<file path="src/rtl/exc_pkg.sv">
// Shared types and constants for the exc_ctrl exception/interrupt sequencer.
package exc_pkg;

  typedef enum logic [1:0] {
    IDLE     = 2'd0,
    FLUSH    = 2'd1,
    REDIRECT = 2'd2
  } exc_state_t;

  // MIPS ExcCode values written into Cause[6:2]
  localparam logic [4:0] EXC_INT  = 5'd0;
  localparam logic [4:0] EXC_ADEL = 5'd4;
  localparam logic [4:0] EXC_ADES = 5'd5;
  localparam logic [4:0] EXC_SYS  = 5'd8;
  localparam logic [4:0] EXC_BP   = 5'd9;
  localparam logic [4:0] EXC_RI   = 5'd10;
  localparam logic [4:0] EXC_OV   = 5'd12;

  localparam logic [31:0] EXC_VECTOR_DEFAULT = 32'hBFC0_0380;

  typedef struct packed {
    logic        badvaddr_en;
    logic [31:0] badvaddr;
    logic        bd;
    logic [4:0]  code;
    logic [31:0] epc;
  } exp_info_t;

  // A delay-slot instruction restarts at its branch, one word earlier.
  function automatic logic [31:0] victim_epc(input logic [31:0] pc, input logic bd);
    return bd ? (pc - 32'd4) : pc;
  endfunction

endpackage

</file>
<file path="src/rtl/exc_int_sync.sv">
// Two-flop synchronizer for the external interrupt lines (used with EXC_HWINT_SYNC_EN).
module exc_int_sync #(
  parameter int unsigned W = 6
) (
  input  logic         clk,
  input  logic         rst,
  input  logic [W-1:0] d_i,
  output logic [W-1:0] q_o
);

  logic [W-1:0] meta_q;
  logic [W-1:0] sync_q;

  always_ff @(posedge clk or posedge rst) begin
    if (rst) begin
      meta_q <= '0;
      sync_q <= '0;
    end else begin
      meta_q <= d_i;
      sync_q <= meta_q;
    end
  end

  assign q_o = sync_q;

endmodule

</file>
<file path="src/rtl/exc_ctrl.sv">
// Exception/interrupt/ERET sequencer: CP0 write strobe, pipeline flush, fetch redirect.
// Build option: define EXC_HWINT_SYNC_EN to pass hw_int through a 2-flop synchronizer.
module exc_ctrl
  import exc_pkg::*;
#(
  parameter logic [31:0] EXC_VECTOR   = EXC_VECTOR_DEFAULT,
  parameter int unsigned FLUSH_CYCLES = 2
) (
  input  logic        clk,
  input  logic        rst,
  input  logic [5:0]  hw_int,
  output logic [5:0]  cause_ip_hw,
  input  logic [7:0]  cp0_interrupt_flag,
  input  logic        cp0_allow_interrupt,
  input  logic [31:0] cp0_epc,
  input  logic [31:0] cp0_cause,
  input  logic        mem_valid,
  input  logic [31:0] mem_pc,
  input  logic        mem_bd,
  input  logic        mem_exc_valid,
  input  logic [4:0]  mem_exc_code,
  input  logic        mem_badvaddr_en,
  input  logic [31:0] mem_badvaddr,
  input  logic        mem_eret,
  output logic        exp_en,
  output logic        exp_badvaddr_en,
  output logic [31:0] exp_badvaddr,
  output logic        exp_bd,
  output logic [4:0]  exp_code,
  output logic [31:0] exp_epc,
  output logic        exl_clean,
  output logic        flush,
  output logic        redirect_valid,
  output logic [31:0] redirect_pc,
  input  logic        redirect_ready,
  output logic        busy
);

  localparam logic [3:0] FLUSH_LAST = 4'(FLUSH_CYCLES - 1);

  exc_state_t  state_q, state_d;
  logic [3:0]  flush_cnt_q, flush_cnt_d;
  exp_info_t   exp_q, exp_d;
  logic        exp_en_q, exp_en_d;
  logic        exl_clean_q, exl_clean_d;
  logic [31:0] redirect_pc_q, redirect_pc_d;

  logic ev_int, ev_exc, ev_eret, accept;
  logic unused_cause;

  assign ev_int  = mem_valid & cp0_allow_interrupt & (|cp0_interrupt_flag);
  assign ev_exc  = mem_valid & mem_exc_valid;
  assign ev_eret = mem_valid & mem_eret;
  assign accept  = (state_q == IDLE) & (ev_int | ev_exc | ev_eret);

  assign unused_cause = ^{cp0_cause[30:7], cp0_cause[1:0]};

`ifdef EXC_HWINT_SYNC_EN
  exc_int_sync #(.W(6)) u_int_sync (
    .clk (clk),
    .rst (rst),
    .d_i (hw_int),
    .q_o (cause_ip_hw)
  );
`else
  assign cause_ip_hw = hw_int;
`endif

  // NOTE: sequential state uses <= so every flop samples pre-edge values.
  always_ff @(posedge clk or posedge rst) begin
    if (rst) begin
      state_q     <= IDLE;
      flush_cnt_q <= '0;
    end else begin
      state_q     <= state_d;
      flush_cnt_q <= flush_cnt_d;
    end
  end

  // NOTE: defaults first so always_comb never infers a latch.
  always_comb begin
    state_d     = state_q;
    flush_cnt_d = flush_cnt_q;
    unique case (state_q)
      IDLE: begin
        if (accept) begin
          state_d     = FLUSH;
          flush_cnt_d = '0;
        end
      end
      FLUSH: begin
        if (flush_cnt_q == FLUSH_LAST) state_d = REDIRECT;
        else                           flush_cnt_d = flush_cnt_q + 4'd1;
      end
      REDIRECT: begin
        if (redirect_ready) state_d = IDLE;
      end
      default: state_d = IDLE;
    endcase
  end

  always_comb begin
    flush          = (state_q == FLUSH);
    redirect_valid = (state_q == REDIRECT);
    busy           = (state_q != IDLE);
  end

  // Captured payload for CP0 and fetch; interrupts outrank exceptions, which outrank ERET.
  always_comb begin
    exp_d         = exp_q;
    redirect_pc_d = redirect_pc_q;
    exp_en_d      = 1'b0;
    exl_clean_d   = 1'b0;
    if (accept) begin
      exp_en_d = 1'b1;
      if (ev_int) begin
        exp_d.badvaddr_en = 1'b0;
        exp_d.bd          = mem_bd;
        exp_d.code        = EXC_INT;
        exp_d.epc         = victim_epc(mem_pc, mem_bd);
        redirect_pc_d     = EXC_VECTOR;
      end else if (ev_exc) begin
        exp_d.badvaddr_en = mem_badvaddr_en;
        exp_d.badvaddr    = mem_badvaddr;
        exp_d.bd          = mem_bd;
        exp_d.code        = mem_exc_code;
        exp_d.epc         = victim_epc(mem_pc, mem_bd);
        redirect_pc_d     = EXC_VECTOR;
      end else begin
        exl_clean_d       = 1'b1;
        exp_d.badvaddr_en = 1'b0;
        exp_d.bd          = cp0_cause[31];
        exp_d.code        = cp0_cause[6:2];
        exp_d.epc         = cp0_epc;
        redirect_pc_d     = cp0_epc;
      end
    end
  end

  always_ff @(posedge clk or posedge rst) begin
    if (rst) begin
      exp_q         <= '0;
      exp_en_q      <= 1'b0;
      exl_clean_q   <= 1'b0;
      redirect_pc_q <= '0;
    end else begin
      exp_q         <= exp_d;
      exp_en_q      <= exp_en_d;
      exl_clean_q   <= exl_clean_d;
      redirect_pc_q <= redirect_pc_d;
    end
  end

  assign exp_en          = exp_en_q;
  assign exl_clean       = exl_clean_q;
  assign exp_badvaddr_en = exp_q.badvaddr_en;
  assign exp_badvaddr    = exp_q.badvaddr;
  assign exp_bd          = exp_q.bd;
  assign exp_code        = exp_q.code;
  assign exp_epc         = exp_q.epc;
  assign redirect_pc     = redirect_pc_q;

endmodule

</file>
<file path="config.mk">
export PLATFORM = sky130hd
export DESIGN_NAME = exc_ctrl
export DESIGN_NICKNAME = d
export VERILOG_FILES = /design/src/rtl/exc_pkg.sv /design/src/rtl/exc_int_sync.sv /design/src/rtl/exc_ctrl.sv
export SDC_FILE = /design/constraint.sdc
export NUM_CORES = 1
export LEC_CHECK = 0
export BUFFER_PORTS_ARGS = -buffer_cell sky130_fd_sc_hd__buf_2
export CAP_MARGIN = 20
export CORE_MARGIN = 2
export CORE_UTILIZATION = 42
export CTS_CLUSTER_SIZE = 40
export DETAILED_ROUTE_END_ITERATION = 10
export PLACE_DENSITY = 0.84
export SLEW_MARGIN = 10
export SYNTH_ARGS = -nofsm -noshare
export SYNTH_HDL_FRONTEND = slang
export SYNTH_SLANG_ARGS = --single-unit
</file>
<file path="constraint.sdc">
create_clock -name clk -period 3.5 [get_ports clk]
set_clock_uncertainty 0.05 [all_clocks]
set_input_delay 0.175 -clock clk [delete_from_list [all_inputs] [get_ports clk]]
set_output_delay 0.175 -clock clk [all_outputs]
set_load 0.1 [all_outputs]
</file>
==> insert_results.sql, run 1 <==
INSERT INTO impl_metrics (metric_group, metric, value, unit) VALUES
('outcome', 'status', 'finished clean', ''),
('layout', 'layout_commonest_cell', 'sky130_fd_sc_hd__buf_2', ''),
('cts', 'clock_tree.root_cell', 'sky130_fd_sc_hd__clkbuf_16', ''),
('worst_setup_path', 'critical_path_cell_list', 'nor2_1 > nand2_1 > or3_1 > clkinv_8 > a222oi_1 > inv_1', ''),
('synthesis', 'synth_top_cell_area_share', '0.5509', ''),
('synthesis', 'synthDistinctLibCells', '53', ''),
('worst_setup_path', 'worstPathBufferInverterCount', '2', ''),
('synthesis', 'sequential_to_total_area_share_from_yosys_stat', '0.5509', ''),
('synthesis', 'synth-warning-count', '0', ''),
('worst_setup_path', 'path_depth', '6', ''),
('global_route', 'grt_max_degree', '69', ''),
('sta', 'layout_worst_path_cycle_share', '0.6973', ''),
('sta', 'grt_setup_unrepaired', 'no', ''),
('synthesis', 'synthDominantAreaCellType', 'sky130_fd_sc_hd__dfrtp_1', ''),
('route', 'dr_total_vias', '4385', ''),
('synthesis', 'synth.ff_latch_count', '111', ''),
('place', 'place.port_buffers', '231', ''),
('worst_setup_path', 'critical_path_start_end_classification', 'register to register', ''),
('global_route', 'antenna_violations_before_repair', '1', ''),
('worst_setup_path', 'crit_path_max_incr_delay', '0.60', 'ns'),
('layout', 'flow.area_growth_from_synthesis', '31.39', '%'),
('global_route', 'globalRouteTotalUtil', '0.2107', ''),
('sta', 'worst_slew_margin_rel', '0.4665', ''),
('sta', 'setup_violations_final', '0', ''),
('layout', 'post_route_cells_drive_above_1_share', '0.4451', ''),
('synthesis', 'post_synth_inst_count', '415', ''),
('worst_setup_path', 'worst_ep_arrival_time', '2.62', 'ns'),
('route', 'detail_route.wl_per_cell', '17.51', 'µm'),
('place', 'routabilityCongestion', '0.8390', ''),
('synthesis', 'most_frequently_used_flop_master_after_synthesis', 'sky130_fd_sc_hd__dfrtp_1', ''),
('sta', 'hold_viol', '0', ''),
('cts', 'tritoncts_clock_tree', 'yes', ''),
('cts', 'tritoncts.num_buffers', '9', ''),
('synthesis', 'synth.cell_area', '5042', 'µm²'),
('global_route', 'first_global_vias', '4186', ''),
('synthesis', 'syn_avg_cell_area', '12.15', 'µm²'),
('worst_hold_path', 'timing.hold.worst.class', 'primary input to register', ''),
('floorplan', 'die_area', '12900', 'µm²'),
('place', 'place.detailed.hpwl', '10500', 'µm'),
('cts', 'cts.clk_slew.worst_paths', '0.07', 'ns'),
('route', 'initialDrtViolationCount', '257', ''),
('floorplan', 'ios', '270', ''),
('worst_setup_path', 'regToRegEndpoint', 'exp_code[4]', ''),
('floorplan', 'die_h', '113.6', 'µm'),
('worst_setup_path', 'critPathCaptureType', 'register', ''),
('synthesis', 'synth_enable_flop_cells', '0', ''),
('worst_setup_path', 'critPathRequiredTime', '3.68', 'ns'),
('floorplan', 'floorplan.initialDensity', '0.4251', ''),
('floorplan', 'die_w', '113.6', 'µm'),
('route', 'detail-route-antenna-nets', '0', ''),
('global_route', 'grt_first_pass_wirelength', '21360', 'µm'),
('worst_setup_path', 'path_delay_family', 'simple AND/OR/NAND/NOR gates', ''),
('synthesis', 'synthTopCellsByArea', 'sky130_fd_sc_hd__dfrtp_1 (55%), sky130_fd_sc_hd__mux2_2 (5.8%), sky130_fd_sc_hd__a22o_1 (3.8%), sky130_fd_sc_hd__xnor2_1 (3.6%), sky130_fd_sc_hd__a22oi_1 (2.8%)', ''),
('route', 'drc', '0', ''),
('route', 'totalWireLength', '13900', 'µm'),
('cts', 'clock_insertion_delay_worst_skew', '0.34', 'ns'),
('sta', 'fmaxAchievable', '0.4097', 'GHz'),
('cts', 'cts.htree.levels', '3', ''),
('global_route', 'grt_remaining_overflow', '0', ''),
('worst_setup_path', 'timing.critical_path.slowest_stage_cell', 'sky130_fd_sc_hd__or3_1', ''),
('worst_setup_path', 'setup.worst_path.start', 'state_q[0]', ''),
('floorplan', 'fp.coreArea', '11860', 'µm²'),
('floorplan', 'row_count', '40', ''),
('layout', 'finish.net_count', '801', ''),
('route', 'via_per_inst', '5.523', ''),
('worst_setup_path', 'critical_path.startpoint_type', 'register', ''),
('layout', 'antenna_cells', '0', ''),
('worst_setup_path', 'reg2regPathDepth', '6', ''),
('worst_setup_path', 'timing.critical_path.to', 'exp_code[4]', ''),
('worst_setup_path', 'crit_fanout', '50', ''),
('cts', 'clkSinkCount', '111', '');
cells in the mapped netlist, drive strengths merged, types with 5 or more instances:
cell	n
nand2	8
a22oi	19
a21oi	9
nor2	23
inv	13
o22ai	5
a222oi	5
mux2	32
buf	24
nor4	11
o22a	12
o21ai	24
clkbuf	6
a22o	22
xor2	6
nor3	7
or3	6
xnor2	21
dfrtp	111
a221o	5
tightest hold or removal path: cells and delay by family:
| kind | cells | cell delay [ns] |
|---|---|---|
| compound gates | 1 | 0.07 |
| buf+inv | 2 | 0.12 |
cell type report:
cell class	instances	area, µm²
Clock buffer	12	256.5
Clock inverter	4	52.55
Fill cell	992	5236
Inverter	14	67.56
Multi-Input combinational cell	260	1993
Sequential cell	111	2778
Tap cell	147	183.9
Timing Repair Buffer	246	1294
stage by stage:
step | area [µm²] | setup WS, ns | hold WS (ns) | util | cells
2_1_floorplan | 5042 | 0.3443 | 0.2510 | - | 415
3_3_place_gp | 6216 | 1.111 | 0.3007 | 0.5241 | 768
3_5_place_dp | 6216 | 1.010 | 0.3007 | 0.5241 | 768
4_1_cts | 6625 | 1.003 | 0.0005788 | 0.5585 | 794
5_1_grt | 6625 | 0.8394 | 0.006567 | 0.5585 | 794
6_report | 6625 | 1.059 | 0.01281 | 0.5585 | 794
logic make-up (layout without fill, tap and decap cells):
kind of cell | count (synthesis) | count (layout) | synth area share
simple gates | 82 | 82 | 0.09876
mux | 32 | 32 | 0.07146
compound gates | 116 | 116 | 0.1697
buf+inv | 44 | 276 | 0.05484
flops | 111 | 111 | 0.5509
fa+ha+maj | 3 | 3 | 0.007445
xor+xnor | 27 | 27 | 0.04690
sequential cells by signal, indices dropped and copies added (netlist names):
signal           cells
exp_badvaddr_en      1
exp_badvaddr        32
exl_clean            1
state_q              2
exp_en               1
redirect_pc         32
exp_code             5
exp_bd               1
flush_cnt_q          4
exp_epc             32
what timing repair did:
action	4_1_cts	5_1_grt
setup endpoints to repair	0	0
hold endpoints to repair	75	0
resized for setup	0	0
hold buffers	10	0
routing by layer:
metal	part of all wire	track usage	vias up
met5	0.00093	0	-
met4	0.015	0.06423	2
met3	0.077	0.04145	22
met2	0.49	0.3609	217
met1	0.41	0.2719	2141
li1	-	-	2003
how the worst min path moves through the flow:
stage	start	end	slack, ns	cells past startpoint
finish	cp0_cause[5]	exp_code[3]	0.01	3
global route	mem_badvaddr[26]	exp_badvaddr[26]	0.007	2
global placement	hw_int[3]	cause_ip_hw[3]	0.30	0
floorplan	cp0_epc[22]	redirect_pc[22]	0.25	1
detailed placement	hw_int[3]	cause_ip_hw[3]	0.30	0
CTS	mem_exc_code[3]	exp_code[3]	0.0006	3
Power of run 1 is not shown: default switching activity piles up to over one toggle a cycle in this logic, so the estimate is an artifact.
==> run 2: changes to the inputs <==
--- a/config.mk
+++ b/config.mk
@@ -8,10 +8,10 @@
 export BUFFER_PORTS_ARGS = -buffer_cell sky130_fd_sc_hd__buf_2
 export CAP_MARGIN = 20
 export CORE_MARGIN = 2
-export CORE_UTILIZATION = 42
+export CORE_UTILIZATION = 41
 export CTS_CLUSTER_SIZE = 40
 export DETAILED_ROUTE_END_ITERATION = 10
-export PLACE_DENSITY = 0.84
+export PLACE_DENSITY = 0.85
 export SLEW_MARGIN = 10
 export SYNTH_ARGS = -nofsm -noshare
 export SYNTH_HDL_FRONTEND = slang
==> constraint.sdc (replaced) <==
create_clock -name clk -period 2.14 [get_ports clk]
set_clock_uncertainty 0.05 [all_clocks]
set_input_delay 0.107 -clock clk [delete_from_list [all_inputs] [get_ports clk]]
set_output_delay 0.107 -clock clk [all_outputs]
set_load 0.1 [all_outputs]
==> insert_results.sql, run 2 (synthesis gave the netlist of run 1 again) <==
INSERT INTO impl_metrics (metric_group, metric, value, unit) VALUES
('outcome', 'status', 'finished clean', ''),
('layout', 'layout_commonest_cell', 'sky130_fd_sc_hd__buf_2', ''),
('global_route', 'grt_max_degree', '70', ''),
('global_route', 'first_global_vias', '4860', ''),
('route', 'detail_route.wl_per_cell', '18.67', 'µm'),
('floorplan', 'fp.coreArea', '12010', 'µm²'),
('sta', 'worst_slew_margin_rel', '0.6384', ''),
('place', 'routabilityCongestion', '0.8394', ''),
('layout', 'postLayoutCellArea', '7497', 'µm²'),
('floorplan', 'row_count', '40', ''),
('place', 'dpl_cell_area', '6395', 'µm²'),
('place', 'place.detailed.hpwl', '10920', 'µm'),
('floorplan', 'die_area', '13200', 'µm²'),
('layout', 'mostFrequentLayoutCells', 'sky130_fd_sc_hd__buf_2 (231), sky130_fd_sc_hd__dfrtp_1 (111), sky130_fd_sc_hd__dlygate4sd3_1 (77)', ''),
('worst_setup_path', 'crit_fanout', '50', ''),
('sta', 'setup_violations_final', '0', ''),
('layout', 'finish.net_count', '881', ''),
('layout', 'flow.area_growth_from_synthesis', '48.68', '%'),
('run', 'max_cap_viol_count', '0', ''),
('worst_setup_path', 'critPathCaptureType', 'register', ''),
('route', 'totalWireLength', '16330', 'µm'),
('route', 'number_of_search_and_repair_iterations_in_the_first_detailed_routing_pass', '5', ''),
('sta', 'layout_worst_path_cycle_share', '0.9379', ''),
('worst_setup_path', 'reg2regPathDepth', '6', ''),
('worst_setup_path', 'critical_path_start_end_classification', 'register to register', ''),
('layout', 'post_route_cells_drive_above_1_share', '0.4182', ''),
('route', 'initialDrtViolationCount', '292', ''),
('route', 'drc', '0', ''),
('cts', 'clock_insertion_delay_worst_skew', '0.35', 'ns'),
('global_route', 'antenna_violations_before_repair', '1', ''),
('route', 'dr_total_vias', '4723', ''),
('global_route', 'grt_first_pass_wirelength', '24750', 'µm'),
('route', 'via_per_inst', '5.398', ''),
('worst_setup_path', 'critPathRequiredTime', '2.32', 'ns'),
('worst_setup_path', 'setup.reg_to_reg.worst_slack', '0.13', 'ns'),
('global_route', 'globalRouteTotalUtil', '0.2444', ''),
('global_route', 'grt_remaining_overflow', '0', ''),
('cts', 'clock_tree.root_cell', 'sky130_fd_sc_hd__clkbuf_16', ''),
('worst_hold_path', 'timing.hold.worst.class', 'primary input to register', ''),
('cts', 'clkSinkCount', '111', ''),
('sta', 'setup-tns-final', '0', 'ns'),
('worst_hold_path', 'min_path_cells', '3', ''),
('worst_setup_path', 'critical_path.reg2reg.startpoint', 'state_q[0]', ''),
('sta', 'hold_viol', '0', ''),
('floorplan', 'die_h', '114.9', 'µm'),
('place', 'place.port_buffers', '231', ''),
('sta', 'layout_min_cycle_time', '2.007', 'ns'),
('cts', 'post_cts.repair.setup_buffers', '0', ''),
('sta', 'fmaxAchievable', '0.4982', 'GHz'),
('worst_hold_path', 'worstHoldStart', 'mem_pc[21]', ''),
('sta', 'finalMaxSlewViolations', '0', ''),
('cts', 'tritoncts.num_buffers', '9', ''),
('worst_setup_path', 'regToRegEndpoint', 'exp_code[2]', ''),
('floorplan', 'ios', '270', ''),
('cts', 'clock_path_buffers', '2', ''),
('floorplan', 'floorplan.initialDensity', '0.4198', ''),
('sta', 'timing_worst_slew_pin_value', '0.5462', 'ns'),
('worst_hold_path', 'whs_endpoint', 'exp_epc[21]', ''),
('worst_setup_path', 'critical_path.startpoint_type', 'register', ''),
('cts', 'cts.htree.levels', '3', ''),
('cts', 'post_cts.resized_instances', '0', ''),
('route', 'detail-route-antenna-nets', '0', ''),
('sta', 'grt_setup_unrepaired', 'no', ''),
('cts', 'quantity_of_hold_fixing_buffers_added_after_cts', '77', ''),
('cts', 'cts.clk_slew.worst_paths', '0.08', 'ns'),
('worst_setup_path', 'worst_ep_arrival_time', '2.18', 'ns'),
('floorplan', 'die_w', '114.9', 'µm'),
('cts', 'tritoncts_clock_tree', 'yes', '');
==> run 2: worst max-delay path, stage by stage (launching register included) <==
cell and delay, ns:
sky130_fd_sc_hd__dfrtp_1 0.43, sky130_fd_sc_hd__nor2_1 0.11, sky130_fd_sc_hd__nand2_1 0.13, sky130_fd_sc_hd__or3_1 0.31, sky130_fd_sc_hd__clkinv_8 0.26, sky130_fd_sc_hd__a222oi_1 0.49, sky130_fd_sc_hd__inv_1 0.09
==> run 2: layout make-up <==
type / instances / area [µm²]
flip-flops and latches: 111 / 2778
multi-input cells: 260 / 1998
clock buffers: 10 / 239.0
fillers: 951 / 4514
inverters: 14 / 68.82
well taps: 147 / 183.9
repair buffers: 326 / 2137
diodes: 1 / 2.502
clock inverters: 6 / 90.09
==> run 2: through the flow <==
stage                     hold slack (ns)  cells  utilization  setup WS [ns]
final                            0.008916    875       0.6242         0.1328
after global routing              0.02663    874       0.6240        0.03368
after CTS                       0.0007533    874       0.6240         0.2181
after detailed placement           0.1647    781       0.5324        0.01024
after global placement             0.1626    781       0.5324        0.05075
after floorplan                    0.1830    415            -         0.1638
==> run 2: routing by layer <==
| metal | wire, µm | track usage | share of wire |
|---|---|---|---|
| met3 | 1196 | 0.05430 | 0.073 |
| met1 | 6440 | 0.2823 | 0.39 |
| met2 | 8217 | 0.4325 | 0.50 |
| met4 | 479 | 0.1124 | 0.029 |
| met5 | 0 | 0 | 0 |
==> run 2: worst max path at each step <==
stage | end | from | cells after the start
4_1_cts | exp_epc[31] | state_q[0] | 6
5_1_grt | exp_code[2] | state_q[0] | 6
2_1_floorplan | exp_badvaddr[10] | state_q[0] | 7
3_3_place_gp | exp_epc[31] | cp0_interrupt_flag[5] | 7
6_report | exp_code[2] | state_q[0] | 6
3_5_place_dp | exp_epc[31] | cp0_interrupt_flag[5] | 7
Power of run 2 is left out for the same reason.
